===== src/rtl/bpu_ftq_pkg.sv =====
// Shared fetch-target-queue definitions: queue depth, address width and the
// per-block entry layout that the IFU and backend index by ftq_idx.
package bpu_ftq_pkg;

  localparam int FTQ_DEPTH           = 8;
  localparam int FTQ_XLEN            = 32;
  localparam int FTQ_INSTR_PER_FETCH = 4;
  localparam int FTQ_SW              = $clog2(FTQ_INSTR_PER_FETCH);

  // One prediction per fetch block.
  typedef struct packed {
    logic [FTQ_XLEN-1:0] pc;
    logic [FTQ_XLEN-1:0] npc;
    logic                slot_valid;
    logic [FTQ_SW-1:0]   slot_idx;
    logic [FTQ_XLEN-1:0] slot_target;
  } ftq_entry_t;

endpackage


===== src/rtl/bpu_ftq.sv =====
// Fetch target queue between the BPU (producer) and the IFU (consumer).
// Buffers one prediction per fetch block, replays blocks in order and tags
// each with its queue index. flush_i empties the queue.
// Optional feature macro: FTQ_BYPASS_EN -- when the queue is empty an
// incoming prediction is presented to the IFU in the same cycle.
//
// Handshake: a transfer happens on a clock edge where valid && ready are both
// high; valid never waits for ready, and the data presented with valid holds
// stable until the transfer. flush_i cancels any transfer in its cycle.
module bpu_ftq
  import bpu_ftq_pkg::*;
#(
  parameter int DEPTH           = FTQ_DEPTH,
  parameter int XLEN            = FTQ_XLEN,
  parameter int INSTR_PER_FETCH = FTQ_INSTR_PER_FETCH,
  localparam int SW             = $clog2(INSTR_PER_FETCH),
  localparam int IW             = $clog2(DEPTH),
  localparam int PW             = IW + 1
) (
  input  logic            clk_i,
  input  logic            rst_i,
  input  logic            flush_i,
  input  logic            enq_valid_i,
  output logic            enq_ready_o,
  input  logic [XLEN-1:0] enq_pc_i,
  input  logic [XLEN-1:0] enq_npc_i,
  input  logic            enq_slot_valid_i,
  input  logic [SW-1:0]   enq_slot_idx_i,
  input  logic [XLEN-1:0] enq_slot_target_i,
  output logic            deq_valid_o,
  input  logic            deq_ready_i,
  output logic [XLEN-1:0] deq_pc_o,
  output logic [XLEN-1:0] deq_npc_o,
  output logic            deq_slot_valid_o,
  output logic [SW-1:0]   deq_slot_idx_o,
  output logic [XLEN-1:0] deq_slot_target_o,
  output logic [IW-1:0]   deq_ftq_idx_o,
  output logic [PW-1:0]   count_o
);

  // Pointers carry an extra wrap bit so full and empty are distinguishable.
  logic [PW-1:0] r_rd_ptr;
  logic [PW-1:0] r_wr_ptr;
  ftq_entry_t    r_mem [DEPTH];

  logic       w_full;
  logic       w_empty;
  logic       w_bypass;
  logic       w_enq_fire;
  logic       w_deq_fire;
  logic       w_write;
  ftq_entry_t w_enq_entry;
  ftq_entry_t w_head;

  assign w_empty = (r_rd_ptr == r_wr_ptr);
  assign w_full  = (r_rd_ptr[IW-1:0] == r_wr_ptr[IW-1:0]) && (r_rd_ptr[IW] != r_wr_ptr[IW]);

  assign w_enq_entry.pc          = enq_pc_i;
  assign w_enq_entry.npc         = enq_npc_i;
  assign w_enq_entry.slot_valid  = enq_slot_valid_i;
  assign w_enq_entry.slot_idx    = enq_slot_idx_i;
  assign w_enq_entry.slot_target = enq_slot_target_i;

`ifdef FTQ_BYPASS_EN
  // Empty queue: the incoming prediction is forwarded straight to the IFU.
  assign w_bypass      = w_empty & enq_valid_i & ~flush_i;
  assign deq_valid_o   = ~w_empty | w_bypass;
  assign w_head        = w_bypass ? w_enq_entry : r_mem[r_rd_ptr[IW-1:0]];
  assign deq_ftq_idx_o = w_bypass ? r_wr_ptr[IW-1:0] : r_rd_ptr[IW-1:0];
`else
  // Head is always served from storage: one cycle minimum latency.
  assign w_bypass      = 1'b0;
  assign deq_valid_o   = ~w_empty;
  assign w_head        = r_mem[r_rd_ptr[IW-1:0]];
  assign deq_ftq_idx_o = r_rd_ptr[IW-1:0];
`endif

  // Ready depends only on registered pointers, never on deq_ready_i.
  assign enq_ready_o = ~w_full;
  assign count_o     = r_wr_ptr - r_rd_ptr;

  assign w_enq_fire = enq_valid_i & ~w_full & ~flush_i;
  assign w_deq_fire = deq_valid_o & deq_ready_i & ~flush_i;
  // A bypassed entry consumed in the same cycle never needs a storage slot.
  assign w_write    = w_enq_fire & ~(w_bypass & deq_ready_i);

  assign deq_pc_o          = w_head.pc;
  assign deq_npc_o         = w_head.npc;
  assign deq_slot_valid_o  = w_head.slot_valid;
  assign deq_slot_idx_o    = w_head.slot_idx;
  assign deq_slot_target_o = w_head.slot_target;

  // Pointer update: reset and flush clear both, otherwise advance on each fire.
  always_ff @(posedge clk_i or posedge rst_i) begin
    if (rst_i) begin
      r_rd_ptr <= '0;
      r_wr_ptr <= '0;
    end else if (flush_i) begin
      r_rd_ptr <= '0;
      r_wr_ptr <= '0;
    end else begin
      if (w_enq_fire) r_wr_ptr <= r_wr_ptr + PW'(1);
      if (w_deq_fire) r_rd_ptr <= r_rd_ptr + PW'(1);
    end
  end

  // Entry storage write; contents are not reset.
  always_ff @(posedge clk_i) begin
    if (w_write) r_mem[r_wr_ptr[IW-1:0]] <= w_enq_entry;
  end

endmodule


===== config.mk =====
export PLATFORM = sky130hd
export DESIGN_NAME = bpu_ftq
export DESIGN_NICKNAME = d
export VERILOG_FILES = /design/src/rtl/bpu_ftq_pkg.sv /design/src/rtl/bpu_ftq.sv
export SDC_FILE = /design/constraint.sdc
export NUM_CORES = 1
export LEC_CHECK = 0
export CAP_MARGIN = 0
export CELL_PAD_IN_SITES_DETAIL_PLACEMENT = 0
export CELL_PAD_IN_SITES_GLOBAL_PLACEMENT = 1
export CORE_MARGIN = 4
export CORE_UTILIZATION = 45
export CTS_BUF_LIST = sky130_fd_sc_hd__clkbuf_4
export CTS_CLUSTER_SIZE = 40
export DETAILED_ROUTE_END_ITERATION = 12
export GPL_ROUTABILITY_DRIVEN = 0
export PLACE_DENSITY_LB_ADDON = 0.1
export SYNTH_ARGS = -nofsm -noshare
export SYNTH_HDL_FRONTEND = slang
export SYNTH_SLANG_ARGS = --single-unit

===== constraint.sdc =====
create_clock -name clk_i -period 15.5 [get_ports clk_i]
set_input_delay 3.1 -clock clk_i [delete_from_list [all_inputs] [get_ports clk_i]]
set_output_delay 3.1 -clock clk_i [all_outputs]
set_load 0.02 [all_outputs]

== Word-level counts from Yosys, hierarchy flattened ==
Memories as Yosys holds them, arrays and structs flattened.
Cells that the tools add are included.

* Output and inout port bits: 108
* Bits in registers: 8
* Input port bits: 104
* Memories kept: 1
* Memory bits (writable): 792
* Word-level logic and storage cells: 25

* Reduce and logical (&&, ||, !) cells: 3
* Add/subtract/negate cells: 3
* Bitwise operators: 7
* Equality and inequality tests: 3
* Muxes and demuxes: 6

{| class="wikitable"
|+ Memory list
! memory !! words !! bits a word !! rd ports !! clocked after Yosys merged registers in !! wr ports !! RTL line !! RTL
|-
| r_mem || 8 || 99 || 1 || 0 || 1 || bpu_ftq.sv:44 || <nowiki>ftq_entry_t r_mem [DEPTH];</nowiki>
|}

{| class="wikitable"
|+ Operator list
! cell !! count
|-
| 4-bit two-way mux || 4
|-
| 4-bit by 1-bit adder with 4-bit output (second input constant) || 2
|-
| 1-bit AND || 4
|-
| 4-bit equality test || 1
|-
| 2-bit nonzero test || 2
|-
| 4-bit subtractor || 1
|-
| 3-bit equality test || 1
|-
| 1-bit inverter || 3
|-
| 1-bit two-way mux || 2
|-
| 1-bit logical AND || 1
|-
| 1-bit != test || 1
|}

== Depth between registers and ports, before layout ==
* Depth in word-level cells: 7
* Mapped depth: 8
* Gate-level depth less buffers: 6

== Least setup slack after synthesis ==
OpenSTA, ideal clock, no wires.

* Path type: input to register
* From: in flush_i
* To: mem r_mem[0][0] in the netlist's numbering (enable)
* Buffers on the path: 1
* Stages: 3
* Required time: 14822 ps
* Arrival time: 10339 ps
* Library setup time: 678 ps
* Path slack: 4483 ps
* Cell sequence: buf_2 > or3_4 > nor3_1

* Cells in the longest elaborated chain, start to end: 4

{| class="wikitable"
|+ RTL lines
! what !! RTL line !! RTL
|-
| from (decl) || bpu_ftq.sv:22 || <nowiki>input logic flush_i,</nowiki>
|-
| 1-bit inverter || bpu_ftq.sv:82 || <nowiki>assign w_enq_fire = enq_valid_i & ~w_full & ~flush_i;</nowiki>
|-
| 1-bit AND || bpu_ftq.sv:82 ||
|-
| 1-bit two-way mux || bpu_ftq.sv:109 || <nowiki>if (w_write) r_mem[r_wr_ptr[IW-1:0]] <= w_enq_entry;</nowiki>
|-
| 1-bit two-way mux (not written as such) || bpu_ftq.sv:109 ||
|-
| to (decl) || bpu_ftq.sv:44 ||
|}

No other way between the ends.

== Final worst setup path ==
* From: reg r_rd_ptr[0]
* To: out deq_slot_target_o[13]

* Cells in the longest elaborated chain, start to end: 1

{| class="wikitable"
|+ RTL lines
! what !! RTL line !! RTL
|-
| from (decl) || bpu_ftq.sv:42 || <nowiki>logic [PW-1:0] r_rd_ptr;</nowiki>
|-
| from (signal assigned) || bpu_ftq.sv:103 || <nowiki>if (w_deq_fire) r_rd_ptr <= r_rd_ptr + PW'(1);</nowiki>
|-
| memory 8 x 99 bit || - ||
|-
| to (decl) || bpu_ftq.sv:36 || <nowiki>output logic [XLEN-1:0] deq_slot_target_o,</nowiki>
|}

No other way between the ends.

==> impl_summary.txt <==
----------------------------------------------------
[Timing]
  Final Cycle Share ... 0.5255
  Top achievable clock speed ... 0.1228 GHz
  Slew of the pin with the lowest slew margin ... 1080 ps
  Hold Fails Final Rpt ... 0
  Total Neg Setup Slack ... 0 ps
  Unrepaired setup endpoints after global routing ... false
  Final count of negative-setup-slack endpoints ... 0
  Clock skew after layout ... 54.70 ps
  Minimum clock period ... slightly above 8000 ps
  Final Max Tran Viols ... 0
  Slew Limit Headroom ... 0.2798

[Clock tree]
  Post-cts repair resize count ... 0
  Later-pin clock latency in the skew report ... 960 ps
  CTS tree ... done
  Buffer levels on the longest clock path ... 3
  Clock Tree Root ... sky130_fd_sc_hd__clkbuf_4
  CTS Hold Buffers Added ... 0
  Number of buffers added by the clock tree synthesis step ... a little over 200
  Clock-pin slew of the registers on the worst-case setup and hold paths ... approximately 60 ps
  Count of buffers added by post-CTS timing repair for setup ... 0
  Clock sink count ... 800
  Maximum level of the CTS H-tree ... 4

[Synthesis]
  Fraction of post-synthesis cell area in the top cell type by area ... 0.7820
  Synthesized-area fraction occupied by adder cells ... 0.002715
  Mux cell area share after synthesis ... 0.1470
  Synth area leaders ... sky130_fd_sc_hd__edfxtp_1 78%, sky130_fd_sc_hd__mux4_2 15%, sky130_fd_sc_hd__nand2_1 3.7%, sky130_fd_sc_hd__dfrtp_1 0.66%, sky130_fd_sc_hd__buf_6 0.59%
  XOR/XNOR Fraction of Synth Area ... 0.003127
  Netlist area before placement ... approximately 30,000 um^2
  Largest family of logic cells by synthesized area ... multiplexers
  Compound-Gate Fraction of Synth Area ... 0.001851
  Synthesis warning total ... 0
  Simple-gate portion of the synthesized area ... 0.04118
  Average cell area after synthesis ... 21.31 um^2
  Sequential cell area fraction in the yosys report ... 0.7886
  Net count after synthesis ... 1,537
  Flops & latches, synth ... 800
  Post-Synthesis Cells ... 1,427
  Leading area contributor after synthesis ... sky130_fd_sc_hd__edfxtp_1
  Number of unique standard cell types used by synthesis ... 29

[Die]
  Std-Cell Core Area ... around 67,000 um^2
  Starting density of the core ... 0.4536
  Number of top-level pins ... 212
  Horizontal die dimension ... approximately 270 um
  Full die area ... 71,810 um^2
  Core Rows ... 95
  Die height ... 268.0 um

[Min path]
  Worst hold path class ... reg2reg
  Source of the worst hold timing path ... r_rd_ptr[3]$_DFFE_PP0P_

[Cells and area]
  Footprint of the flip-flops and latches ... 23,990 um^2
  Nets ... 1,911
  Post-route core utilization ... 0.5377
  Proportion of layout cells with a drive suffix above 1 ... 0.2886
  Area occupied by multi-input gates ... between 6000 and 7000 um^2
  Number of filler instances in the final layout ... 5,378
  Synthesis-to-finish area growth ... 18.52%

[Global routing]
  Pin count of the biggest net entering global routing ... 63
  Met3 track demand over resource in global routing ... 0.05741
  GRT Residual Overflow ... 0
  Number of global-route vias before repair ... around 16,000
  Global-route track usage on met2 ... 0.3054
  Routing layer with the top usage in global route ... met2
  Initial antenna violation count ... 8
  First-pass GRT wire length ... 98.90 mm
  GRT met1 Usage ... 0.2487
  Combined global-route utilization of all metal layers ... 0.1882

[Routing]
  1st-iter DRT viols ... 916
  DRT antenna net count ... 0
  Detailed-route wire length ... 66.06 mm
  Drt pass-1 iters ... 4
  Final routed DRC violation total ... 0
  Via count ... 14,880
  DR WL/cell ... 23.42 um
  Vias per cell ... 5.273

[Critical path]
  Beginning of the worst register-to-register path ... r_rd_ptr[2]$_DFFE_PP0P_
  Required time at the endpoint of the critical path ... approximately 12,000 ps
  Crit-path max FO ... 48
  Data arrival time of the critical path ... 5050 ps
  Setup crit start ... r_rd_ptr[0]$_DFFE_PP0P_
  Startpoint-to-endpoint class of the critical path ... reg2out
  Critical path launch point type ... register
  Element type at the critical path end ... primary output

[Run]
  Max Cap Viol ... 0

[Place]
  Estimated wirelength of the detail-placed design ... 33.91 mm
  Total of buffers placed on input and output ports ... 211

[Power]
  Lkg Pwr ... ~12 nW
  Total power divided by cell area ... 136.8 nW/um^2
  Peak VDD IR ... 0.07401 mV

[Run status]
  Status ... complete, no violations

----------------------------------------------------
-- cell usage after synthesis --
cell	n
sky130_fd_sc_hd__o21ai_2	1
sky130_fd_sc_hd__nand4_1	2
sky130_fd_sc_hd__xnor2_2	1
sky130_fd_sc_hd__nor3_1	1
sky130_fd_sc_hd__a21o_1	1
sky130_fd_sc_hd__mux2i_1	1
sky130_fd_sc_hd__nand2_1	303
sky130_fd_sc_hd__inv_1	8
sky130_fd_sc_hd__clkbuf_1	19
sky130_fd_sc_hd__buf_2	21
sky130_fd_sc_hd__buf_4	9
sky130_fd_sc_hd__o21ai_0	1
sky130_fd_sc_hd__mux4_2	198
sky130_fd_sc_hd__fa_1	1
sky130_fd_sc_hd__dfrtp_1	8
sky130_fd_sc_hd__xor2_1	3
sky130_fd_sc_hd__buf_6	16
sky130_fd_sc_hd__or3b_4	1
sky130_fd_sc_hd__nor3_2	1
sky130_fd_sc_hd__ha_1	5
sky130_fd_sc_hd__xnor2_1	6
sky130_fd_sc_hd__nand3_1	2
sky130_fd_sc_hd__o211ai_1	2
sky130_fd_sc_hd__a21oi_1	4
sky130_fd_sc_hd__edfxtp_1	792
sky130_fd_sc_hd__or3_4	1
sky130_fd_sc_hd__nor2_1	13
sky130_fd_sc_hd__and3_1	1
sky130_fd_sc_hd__buf_1	5
-- final timing paths --
kind / cells after the start / slack, ps / endpoint
min in group asynchronous: 2 / 2460 / r_rd_ptr[3]$_DFFE_PP0P_
worst min register to register: 2 / 650 / r_rd_ptr[3]$_DFFE_PP0P_
worst max register to register: 8 / 10610 / r_mem[4][78]$_DFFE_PP_
worst max-delay path: 6 / 7350 / deq_slot_target_o[13]
max in group asynchronous: 2 / 12750 / r_rd_ptr[0]$_DFFE_PP0P_
worst min-delay path: 2 / 650 / r_rd_ptr[3]$_DFFE_PP0P_
-- per-layer routing --
metal | routed length (um) | vias to the layer above
li1 | - | 6616
met1 | 28220 | 7774
met2 | 32840 | 378
met3 | 3962 | 97
met4 | 952 | 10
met5 | 81 | -
-- kinds of logic (layout without fill, tap and decap cells) --
group | count (synthesis) | count (layout)
XOR/XNOR | 10 | 10
AND/OR/NAND/NOR | 325 | 325
multiplexers | 199 | 199
other | 0 | 4
flip-flops | 800 | 800
adder cells (fa/ha/maj) | 6 | 6
AO/OA/AOI/OAI | 9 | 9
buffers and inverters | 78 | 595
-- where the power goes --
group / total [mW] / internal (mW) / leakage (nW) / switching, mW
Sequential: 2.44 / 2.41 / 7.26 / 0.0287
Clock: 1.76 / 0.965 / 1.55 / 0.796
Combinational: 0.729 / 0.370 / 3.00 / 0.359
Total: 4.93 / 3.75 / 11.8 / 1.18
-- worst max-delay path, stage by stage (launching register included) --
cell and delay, ps:
sky130_fd_sc_hd__dfrtp_4 940, sky130_fd_sc_hd__buf_4 790, sky130_fd_sc_hd__buf_4 860, sky130_fd_sc_hd__mux4_2 600
sky130_fd_sc_hd__nand2_1 90, sky130_fd_sc_hd__nand2_1 80, sky130_fd_sc_hd__clkdlybuf4s50_1 640
-- final cells by class --
class | count | area share
clock inverters | 41 | 0.007671
multi-input cells | 549 | 0.1668
diodes | 4 | 0.0002777
well taps | 873 | 0.03030
flip-flops and latches | 800 | 0.6657
inverters | 8 | 0.0009025
repair buffers | 237 | 0.06401
clock buffers | 309 | 0.06436
-- layout by cell type, fill, tap and decap left out, drive strengths merged, types with 7 or more instances in the layout --
master and count:
buf 26, nor2 13, dfrtp 8, nand2 303
clkbuf 309, clkinv 33, xnor2 7, edfxtp 792
inv 11, clkdlybuf4s50 211, mux4 198
-- sequential cells by signal, summed over array words and instances, names as in the netlist --
name,flops
r_mem,792
r_rd_ptr,4
r_wr_ptr,4
-- through the flow --
stage | power, mW | hold slack (ps) | setup slack (ps) | instance area [um^2] | std cells
after floorplan | 2.974 | 562.4 | 4483 | 30410 | 1427
after global placement | 3.233 | 616.9 | 8095 | 33440 | 2467
after detailed placement | 3.236 | 634.3 | 8111 | 33440 | 2467
after CTS | 5.020 | 647.8 | 6989 | 36030 | 2817
after global routing | 5.189 | 674.0 | 6765 | 36040 | 2819
final | 4.930 | 647.9 | 7355 | 36040 | 2821
Note: power is estimated with default switching activity, not from simulation.
